**src/rtl/fetch_realign.sv**
```systemverilog
// Fetch realigner: splits an I$ fetch word into compressed/32-bit instruction slots,
// stitching 32-bit instructions that straddle words. Optional macro FETCH_REALIGN_STATS_EN.
module fetch_realign #(
  parameter int unsigned FETCH_WIDTH = 32
) (
  input  logic                              clk_i,
  input  logic                              rst_i,
  input  logic                              flush_i,
  input  logic                              data_valid_i,
  input  logic [FETCH_WIDTH-1:0]            data_i,
  input  logic [63:0]                       address_i,
  input  logic                              ex_i,
  output logic                              data_ready_o,
  input  logic                              ready_i,
  output logic [FETCH_WIDTH/16-1:0][31:0]   instr_o,
  output logic [FETCH_WIDTH/16-1:0][63:0]   addr_o,
  output logic [FETCH_WIDTH/16-1:0]         valid_o,
  output logic                              ex_o,
  output logic [31:0]                       straddle_cnt_o
);
  localparam int unsigned N   = FETCH_WIDTH / 16;
  localparam int unsigned LOG = $clog2(N);

  typedef struct packed {
    logic [31:0] instr;
    logic [63:0] addr;
    logic        vld;
  } slot_t;

  logic [N-1:0][15:0] hw;
  slot_t [N-1:0]      slot;
  logic               fire, cont;
  logic               save;
  logic [15:0]        save_instr;
  logic [63:0]        save_addr;
  logic               unaligned_q;
  logic [15:0]        unaligned_instr_q;
  logic [63:0]        unaligned_addr_q;
  int                 p, k;

  assign hw           = data_i;
  assign data_ready_o = ready_i & ~rst_i & ~flush_i;
  assign fire         = data_valid_i & data_ready_o;
  assign cont         = unaligned_q & (address_i == unaligned_addr_q + 64'd2);

  // Walk halfwords from the start position, emitting slots packed from slot 0.
  always_comb begin
    slot       = '0;
    save       = 1'b0;
    save_instr = '0;
    save_addr  = '0;
    ex_o       = 1'b0;
    p          = 0;
    k          = 0;
    if (fire) begin
      if (ex_i) begin
        slot[0].vld  = 1'b1;
        slot[0].addr = address_i;
        ex_o         = 1'b1;
      end else begin
        if (cont) begin
          slot[0].vld   = 1'b1;
          slot[0].instr = {hw[0], unaligned_instr_q};
          slot[0].addr  = unaligned_addr_q;
          p = 1;
          k = 1;
        end else begin
          p = int'(address_i[LOG:1]);
        end
        for (int i = 0; i < int'(N); i++) begin
          if (i == p && k < int'(N)) begin
            if (hw[i][1:0] != 2'b11) begin
              slot[k].vld   = 1'b1;
              slot[k].instr = {16'h0, hw[i]};
              slot[k].addr  = {address_i[63:LOG+1], LOG'(i), 1'b0};
              p = i + 1;
              k = k + 1;
            end else if (i + 1 < int'(N)) begin
              slot[k].vld   = 1'b1;
              slot[k].instr = {hw[(i+1)%N], hw[i]};
              slot[k].addr  = {address_i[63:LOG+1], LOG'(i), 1'b0};
              p = i + 2;
              k = k + 1;
            end else begin
              save       = 1'b1;
              save_instr = hw[i];
              save_addr  = {address_i[63:LOG+1], LOG'(i), 1'b0};
              p = int'(N);
            end
          end
        end
      end
    end
  end

  for (genvar g = 0; g < int'(N); g++) begin : g_slot
    assign instr_o[g] = slot[g].instr;
    assign addr_o[g]  = slot[g].addr;
    assign valid_o[g] = slot[g].vld;
  end

  // An exception fire never saves, so it also drops any pending halfword.
  always_ff @(posedge clk_i) begin
    if (rst_i || flush_i) begin
      unaligned_q       <= 1'b0;
      unaligned_instr_q <= '0;
      unaligned_addr_q  <= '0;
    end else if (fire) begin
      unaligned_q <= save;
      if (save) begin
        unaligned_instr_q <= save_instr;
        unaligned_addr_q  <= save_addr;
      end
    end
  end

`ifdef FETCH_REALIGN_STATS_EN
  logic [31:0] straddle_cnt_q;
  always_ff @(posedge clk_i) begin
    if (rst_i)
      straddle_cnt_q <= '0;
    else if (fire && cont && !ex_i && straddle_cnt_q != 32'hFFFF_FFFF)
      straddle_cnt_q <= straddle_cnt_q + 32'd1;
  end
  assign straddle_cnt_o = straddle_cnt_q;
`else
  assign straddle_cnt_o = '0;
`endif

endmodule

```
**config.mk**
```make
export PLATFORM = sky130hd
export DESIGN_NAME = fetch_realign
export DESIGN_NICKNAME = d
export VERILOG_FILES = /design/src/rtl/fetch_realign.sv
export SDC_FILE = /design/constraint.sdc
export NUM_CORES = 1
export LEC_CHECK = 0
export CORE_ASPECT_RATIO = 0.9
export CORE_UTILIZATION = 30
export CTS_BUF_LIST = sky130_fd_sc_hd__clkbuf_4 sky130_fd_sc_hd__clkbuf_8 sky130_fd_sc_hd__clkbuf_16
export CTS_CLUSTER_SIZE = 10
export DETAILED_ROUTE_END_ITERATION = 6
export DONT_BUFFER_PORTS = 1
export PLACE_DENSITY = 0.49
export SYNTH_ARGS = -nofsm -noshare
export SYNTH_HDL_FRONTEND = slang
export SYNTH_SLANG_ARGS = --single-unit
export TNS_END_PERCENT = 100
```
**constraint.sdc**
```tcl
create_clock -name clk_i -period 4.7 [get_ports clk_i]
set_clock_uncertainty 0.1 [all_clocks]
set_input_delay 0.94 -clock clk_i [delete_from_list [all_inputs] [get_ports clk_i]]
set_output_delay 0.94 -clock clk_i [all_outputs]
set_load 0.01 [all_outputs]
```
==> metrics.log, run 1 <==
INFO  metric outcome = finished with violations
INFO  metric failing_checks = setup timing
INFO  metric fin_nets = 1405
INFO  metric global_route_wire_length_before_repair = 56000 um
INFO  metric timing.final.crit_share = 1.09
INFO  metric clock_insertion_delay_worst_skew = 350 ps
INFO  metric detailed_place.area = 9630 um^2
INFO  metric post_route_cells_drive_above_1_share = 0.339
INFO  metric most-common-layout-cells = 178 x sky130_fd_sc_hd__buf_4, 117 x sky130_fd_sc_hd__nand2_1, 96 x sky130_fd_sc_hd__nand3_1, 65 x sky130_fd_sc_hd__o21ai_1, 60 x sky130_fd_sc_hd__a22o_4
INFO  metric syn-mean-instance-area = 6.99 um^2
INFO  metric achievable-frequency = 196 MHz
INFO  metric die_x = 178 um
INFO  metric cellPowerDensity = 153 nW/um^2
INFO  metric clockRootBuffer = sky130_fd_sc_hd__clkbuf_16
INFO  metric syn-cell-area = 8320 um^2
INFO  metric power.ir.vdd_worst = 0.000166 V
INFO  metric tightest_slew = 869 ps
INFO  metric cell_chain_critical_path = nand4_1, buf_4, o41a_1, or4b_4, o211a_4, a211o_1, or4b_1, or4_4, nor4b_4, a21oi_1, a21oi_2
INFO  metric worst_hold_path.endpoint = unaligned_instr_q[5]
INFO  metric clock_power_share = 0.454
INFO  metric share_of_synthesized_registers_carrying_an_async_set_or_reset = 0
INFO  metric total_power = 1.77 mW
INFO  metric numPortBuffers = 0
INFO  metric finalWorstSetupSlack = -403 ps
INFO  metric synth-edff-count = 0
INFO  metric cp.arrival = 4060 ps
INFO  metric critPathMaxStageDelay = 560 ps
INFO  metric cp_slowest_cell = sky130_fd_sc_hd__or4_4
INFO  metric critical_path.startpoint_type = flop
INFO  metric timing_worst_setup_path_type = reg2out
INFO  metric design.core.area = 27100 um^2
INFO  metric postSynthCellCount = 1189
INFO  metric p_comb_frac = 0.165
INFO  metric initialDrtViolationCount = 735
INFO  metric dpl.cell_count = 1610
INFO  metric dieArea = 28400 um^2
INFO  metric crit_fanout = 4
INFO  metric period_minus_slack = 5100 ps
INFO  metric layout.cells.non_filler = 1661
INFO  metric reg2reg_from = unaligned_addr_q[8]
INFO  metric wl = 38600 um
INFO  metric setup_repair_after_global_routing_missed_its_margin = yes
INFO  metric setup.reg_to_reg.worst_slack = 530 ps
INFO  metric dpl.hpwl = 27500 um
INFO  metric grt_max_degree = 80
INFO  metric detail_route.first_pass.iterations = 5
INFO  metric vias_per_cell = 5.75
INFO  metric crit_family = simple AND/OR/NAND/NOR gates
INFO  metric cts_buffers = 9
INFO  metric final_common_cell = sky130_fd_sc_hd__buf_4
INFO  metric ctsHtreeMaxLevel = 3
INFO  metric remaining_drc_errors = 0
INFO  metric timing.final.max_slew_violations = 0
INFO  metric start_util = 0.307
INFO  metric detailroute.via_count = 9549
INFO  metric area_growth_syn_to_layout = 39.2%
INFO  metric antenna_violations_before_repair = 1
INFO  metric min_path_cells = 2
INFO  metric grt_pass1_vias = 8863
INFO  metric die_height = 160 um
INFO  metric hold_path_startpoint = unaligned_instr_q[5]
INFO  metric ys_dominant_reg_cell = sky130_fd_sc_hd__dfxtp_1
INFO  metric routed_wire_length_per_instance = 23.2 um
INFO  metric timing.critical_path.buf_inv = 1
INFO  metric num_rows = 57
INFO  metric critPathCaptureType = output port
INFO  metric place.gp.congestion = 0.948
INFO  metric final_hold_violation_count = 0
INFO  metric total_of_max_cap_violations = 0
INFO  metric overall_global_routing_usage = 0.261
INFO  metric final_non_filler_cell_area = 11600 um^2
INFO  metric p_sw_frac = 0.286
INFO  metric final.fill_count = 2804
INFO  metric grt_overflow_total = 0
INFO  metric worst_hold_slack = 349 ps
INFO  metric clock_sink_count = 79
INFO  metric total_switching_power = 504 uW
INFO  metric ios = 330
INFO  metric relSlewSlack = 0.421
INFO  metric cts_tree = yes
INFO  metric post-place-ws = -293 ps
INFO  metric ff2ff_path_depth = 13
INFO  metric p_leak = 4.62 nW
INFO  metric synth.yosys.warnings = 0
INFO  metric synth_cell_type_count = 68
INFO  metric postSynthRegisterBits = 79
INFO  metric hold_path_class = reg2reg
INFO  metric worst_ep_required_time = 3660 ps
INFO  metric cts-root-to-sink-buffers = 2
INFO  metric antenna_left = 0
INFO  metric synth-seq-area-share = 0.190
INFO  metric final-setup-viol-count = 176
INFO  metric power_report.internal_total = 1.26 mW
INFO  metric crit-reg2reg-capture = unaligned_addr_q[45]
INFO  metric power.sequential.fraction = 0.381
INFO  metric clk_transition_reported_paths = 70 ps
layer usage:
metal / global-route usage / part of all wire / vias up
met5: 0 / 0 / -
met4: 0.0777 / 0.025 / 0
met3: 0.0548 / 0.072 / 49
met2: 0.395 / 0.44 / 414
met1: 0.368 / 0.46 / 4600
li1: - / - / 4486
power by group through the flow:
stage               clock network [mW]  logic, mW  registers (mW)
finish                           0.801      0.292           0.673
global route                     0.852      0.313           0.673
CTS                              0.821      0.277           0.673
detailed placement                   0      0.254           0.689
global placement                     0      0.253           0.689
floorplan                            0      0.215           0.689
worst reg2reg max path: cells and delay by family (launching register included):
kind | cells | cell delay, ps
buffers and inverters | 3 | 550
and+or+nand+nor | 5 | 1860
AOI/OAI and AO/OA | 5 | 1170
DFF | 1 | 370
sequential cells by signal (all words and copies together) (netlist names):
name	cells
unaligned_addr_q	63
unaligned_instr_q	15
unaligned_q	1
synth_stat cells, drive strengths merged, types with 3 or more instances:
cell type	count	area, um^2
o211ai	3	22.5
or4b	5	50.1
a31oi	12	75.1
nor2	64	248
nor4	26	175
a21oi	24	120
nor3b	4	30.0
o31ai	11	82.6
nor3	19	105
xor2	34	298
xnor2	60	526
nand3	100	500
o21ai	99	499
nand2	122	458
a22o	62	543
or3	3	18.8
buf	96	628
mux2i	16	160
o21a	17	129
and3	103	644
a2111oi	3	32.5
nand4b	6	52.6
nand2b	8	50.1
and4	15	131
a41oi	3	26.3
nor4b	6	52.6
nor2b	5	31.3
a311oi	3	26.3
o41ai	3	26.3
and2	11	68.8
dfxtp	79	1580
nand4	39	256
inv	22	82.6
clkbuf	66	248
or4	11	82.6
logic make-up after synthesis:
logic type / Yosys count / synth area share
XOR/XNOR: 94 / 0.0990
adder cells (fa/ha/maj): 1 / 0.00150
other: 1 / 0.000451
AND/OR/NAND/NOR: 553 / 0.361
flip-flops: 79 / 0.190
AO/OA/AOI/OAI: 259 / 0.210
multiplexers: 18 / 0.0220
buffers and inverters: 184 / 0.115
timing repair:
| action | CTS | global route |
|---|---|---|
| setup endpoints to repair | 176 | 176 |
| hold buffers | 0 | 0 |
| gates resized for setup | 137 | 100 |
| setup buffers | 17 | 12 |
| cloned | 6 | 2 |
| pin swaps | 29 | 20 |
stage by stage:
| step | utilization | TNS, ps |
|---|---|---|
| floorplan | - | -28.7 |
| global placement | 0.355 | -28020 |
| detailed placement | 0.355 | -30850 |
| CTS | 0.406 | -49620 |
| global route | 0.427 | -75070 |
| finish | 0.427 | -48980 |
cell type report:
type / instances / area (um^2) / area share
Clock buffer: 10 / 239 / 0.0206
Sequential cell: 79 / 1610 / 0.139
Clock inverter: 5 / 81.3 / 0.00702
Antenna cell: 1 / 2.50 / 0.000216
Timing Repair Buffer: 216 / 1990 / 0.172
Tap cell: 354 / 443 / 0.0383
Inverter: 22 / 82.6 / 0.00713
Multi-Input combinational cell: 974 / 7120 / 0.615
how the worst max path moves through the flow:
stage / start / endpoint / slack, ps / depth (start not counted)
after detailed placement: address_i[42] / addr_o[25] / -290 / 11
after global routing: unaligned_addr_q[9] / addr_o[1] / -500 / 11
after CTS: unaligned_addr_q[2] / instr_o[8] / -380 / 15
final: unaligned_addr_q[8] / addr_o[1] / -400 / 11
after floorplan: address_i[42] / addr_o[24] / -3 / 11
after global placement: address_i[28] / instr_o[8] / -280 / 12
Power figures use the tool's default switching activity.
==> inputs of run 2 (changes only) <==
Settings changed: CORE_ASPECT_RATIO 0.9 to 1.2, CORE_UTILIZATION 30 to 45, PLACE_DENSITY 0.49 to 0.66, RECOVER_POWER set to 25.
==> run 2 against run 1 <==
Against the previous run:
- the flow finishes with violations (capacitance limit, slew limit, setup timing)
- final area decreased by 1.3%
- register-to-register slack got worse by 280 ps
- flip-flop and latch count unchanged
- first-iteration DRC count increased by 12%
- die area decreased by 33%
- final cell count decreased by 8.0%
- hold slack improved by 3.2 ps
- count of clock-buffer cells in the layout decreased by 1
- clock power decreased by 4.5%
- critical path depth unchanged
- setup slack got worse by 7.5 ps
- global-route usage increased by 7.6 points
- largest power group unchanged
==> metrics.log, run 2 (synthesized netlist as in run 1, its figures left out) <==
INFO  metric outcome = finished with violations
INFO  metric failing_checks = capacitance limit, slew limit, setup timing
INFO  metric grt_max_degree = 80 (unchanged)
INFO  metric achievable-frequency = 196 MHz (-0.15%)
INFO  metric dpl.cell_count = 1475 (-8.4%)
INFO  metric number_of_antenna_diodes = 0 (-1)
INFO  metric period_minus_slack = 5110 ps (+7.46 ps)
INFO  metric final.fill_count = 1537 (-45%)
INFO  metric layout.area.seq = 1610 um^2 (about the same)
INFO  metric cts-root-to-sink-buffers = 2 (unchanged)
INFO  metric vias_per_cell = 6.55 (+14%)
INFO  metric clock_sink_count = 79 (unchanged)
INFO  metric timing.final.max_slew_violations = 35 (+35)
INFO  metric crit_fanout = 5 (+1)
INFO  metric cts_tree = yes
INFO  metric antenna_left = 0 (unchanged)
INFO  metric num_rows = 54 (-5.3%)
INFO  metric detail_route.first_pass.iterations = 5 (unchanged)
INFO  metric crit-reg2reg-capture = unaligned_addr_q[12]
INFO  metric die_x = 126 um (-29%)
INFO  metric setup_repair_after_global_routing_missed_its_margin = yes
INFO  metric timing.final.crit_share = 1.09 (+0.00159)
INFO  metric finalWorstSetupSlack = -410 ps (-7.46 ps)
INFO  metric place.gp.congestion = 1.01 (+6.4%)
INFO  metric cp.arrival = 4070 ps (about the same)
INFO  metric dieArea = 19000 um^2 (-33%)
INFO  metric cts_buffers = 9 (unchanged)
INFO  metric final_hold_violation_count = 0 (unchanged)
INFO  metric use_met3 = 0.0540 (-0.000717)
INFO  metric tightest_slew = 1710 ps (+836 ps)
INFO  metric final_common_cell = sky130_fd_sc_hd__buf_4
INFO  metric initialDrtViolationCount = 820 (+12%)
INFO  metric critPathCaptureType = output port
INFO  metric wl = 36000 um (-6.7%)
INFO  metric reg2reg_from = unaligned_addr_q[6]
INFO  metric timing_worst_setup_path_type = reg2out
INFO  metric design.core.area = 18100 um^2 (-33%)
INFO  metric final-setup-viol-count = 176 (unchanged)
INFO  metric overall_global_routing_usage = 0.337 (+0.0759)
INFO  metric global_route_wire_length_before_repair = 49900 um (-11%)
INFO  metric final_non_filler_cell_area = 11400 um^2 (-1.3%)
INFO  metric setup.reg_to_reg.worst_slack = 250 ps (-280 ps)
INFO  metric p_leak = 4.43 nW (-4.0%)
INFO  metric grt_pass1_vias = 8919 (+0.63%)
INFO  metric fin_nets = 1403 (-0.14%)
INFO  metric cellPowerDensity = 151 nW/um^2 (-0.76%)
INFO  metric remaining_drc_errors = 0 (unchanged)
INFO  metric clockRootBuffer = sky130_fd_sc_hd__clkbuf_16
INFO  metric critical_path.startpoint_type = flop
INFO  metric ff2ff_path_depth = 12 (-1)
INFO  metric ctsHtreeMaxLevel = 3 (unchanged)
INFO  metric multiInputGateArea = 7030 um^2 (-1.3%)
INFO  metric grt_overflow_total = 0 (unchanged)
INFO  metric most-common-layout-cells = 172 x sky130_fd_sc_hd__buf_4, 121 x sky130_fd_sc_hd__nand2_1, 100 x sky130_fd_sc_hd__nand3_1, 91 x sky130_fd_sc_hd__and3_4
INFO  metric layout.cells.non_filler = 1528 (-8.0%)
INFO  metric largest_register = unaligned_addr_q
INFO  metric grt.met1_usage = 0.410 (+0.0424)
INFO  metric total_of_max_cap_violations = 1 (+1)
INFO  metric reg_top3 = unaligned_addr_q x63, unaligned_instr_q x15, unaligned_q x1
INFO  metric power.ir.vdd_worst = 0.000160 V (-3.9%)
INFO  metric grt_most_used_layer = met2
INFO  metric start_util = 0.459 (+0.152)
INFO  metric total_power = 1.73 mW (-2.1%)
INFO  metric clock_insertion_delay_worst_skew = 360 ps (about the same)
INFO  metric worst_hold_slack = 352 ps (+3.17 ps)
INFO  metric worst_setup_ep = addr_o[1]
INFO  metric hold_path_class = reg2reg
INFO  metric grt_use_met2 = 0.589 (+0.194)
INFO  metric setup.worst_path.start = unaligned_addr_q[6]
INFO  metric numPortBuffers = 0 (unchanged)
INFO  metric largest_register_ffs = 63 (unchanged)
INFO  metric die_height = 151 um (-5.6%)
INFO  metric detailed_place.area = 9420 um^2 (-2.2%)
INFO  metric antenna_violations_before_repair = 0 (-1)
INFO  metric relSlewSlack = -0.137 (-0.557)
INFO  metric dpl.hpwl = 23800 um (-13%)
INFO  metric detailroute.via_count = 10011 (+4.8%)
INFO  metric worst_ep_required_time = 3660 ps (about the same)
INFO  metric area_growth_syn_to_layout = 37.4%
INFO  metric post_route_cells_drive_above_1_share = 0.336 (-0.00331)
INFO  metric final_core_utilization = 0.631 (+0.204)
INFO  metric routed_wire_length_per_instance = 23.6 um (+1.4%)
INFO  metric clk_transition_reported_paths = 60 ps (about the same)
INFO  metric ios = 330 (unchanged)
-- run 2: cell count changes in the layout (fill, tap and decap cells not counted), moves of 5 or more --
cell and change:
sky130_fd_sc_hd__a22o_1 +32, sky130_fd_sc_hd__a22o_4 -32, sky130_fd_sc_hd__and3_1 -35, sky130_fd_sc_hd__and3_4 +35, sky130_fd_sc_hd__buf_4 -6, sky130_fd_sc_hd__buf_6 -10
sky130_fd_sc_hd__clkbuf_16 +9, sky130_fd_sc_hd__nor2_1 -5, sky130_fd_sc_hd__nor2_2 +6, sky130_fd_sc_hd__o21ai_0 +9, sky130_fd_sc_hd__o21ai_1 -10
-- run 2: timing repair --
action	in CTS	in global routing
gates resized for setup	124	101
cloned	7	15
hold buffers	0	0
setup buffers	11	6
pin swaps	56	80
setup endpoints to repair	176	176
-- run 2: metal layers --
layer	share of wire	routed length, um
met2	0.49	17500
met1	0.39	14100
met3	0.080	2870
met4	0.043	1540
met5	0	0
-- run 2: report_power, final --
group / switching [mW] / internal (mW)
clock: 0.303 / 0.461
sequential: 0.00239 / 0.671
combinational: 0.180 / 0.112
-- run 2: cell type report --
cell class                      count  share of cell area
Inverter                           22             0.00723
Multi-Input combinational cell    974               0.615
Clock buffer                        9              0.0197
Timing Repair Buffer              214               0.184
Clock inverter                      6             0.00756
Sequential cell                    79               0.141
Tap cell                          224              0.0245
-- run 2: critical path, stage by stage (launching register included) --
cell                      delay [ps]
sky130_fd_sc_hd__dfxtp_2         350
sky130_fd_sc_hd__nand4_1         220
sky130_fd_sc_hd__buf_4           200
sky130_fd_sc_hd__o41a_1          320
sky130_fd_sc_hd__or4b_1          510
sky130_fd_sc_hd__o211a_1         170
sky130_fd_sc_hd__a211o_1         290
sky130_fd_sc_hd__or4b_1          530
sky130_fd_sc_hd__or4_4           480
sky130_fd_sc_hd__nor4b_2         260
sky130_fd_sc_hd__a21oi_1          70
sky130_fd_sc_hd__a21oi_2         300
-- run 2: through the flow --
stage	TNS (ps)	setup slack [ps]
final	-60950	-410
after global routing	-82020	-520
after CTS	-50270	-337
after detailed placement	-33570	-283
after global placement	-29550	-285
after floorplan	-28.7	-2.87
-- run 2: how the worst min path moves through the flow --
stage	from	to	slack [ps]	cells after the start
floorplan	unaligned_instr_q[12]	unaligned_instr_q[12]	330	2
global placement	unaligned_instr_q[9]	unaligned_instr_q[9]	340	2
detailed placement	unaligned_instr_q[9]	unaligned_instr_q[9]	340	2
CTS	unaligned_instr_q[9]	unaligned_instr_q[9]	350	2
global route	unaligned_instr_q[13]	unaligned_instr_q[13]	370	2
finish	unaligned_instr_q[13]	unaligned_instr_q[13]	350	2
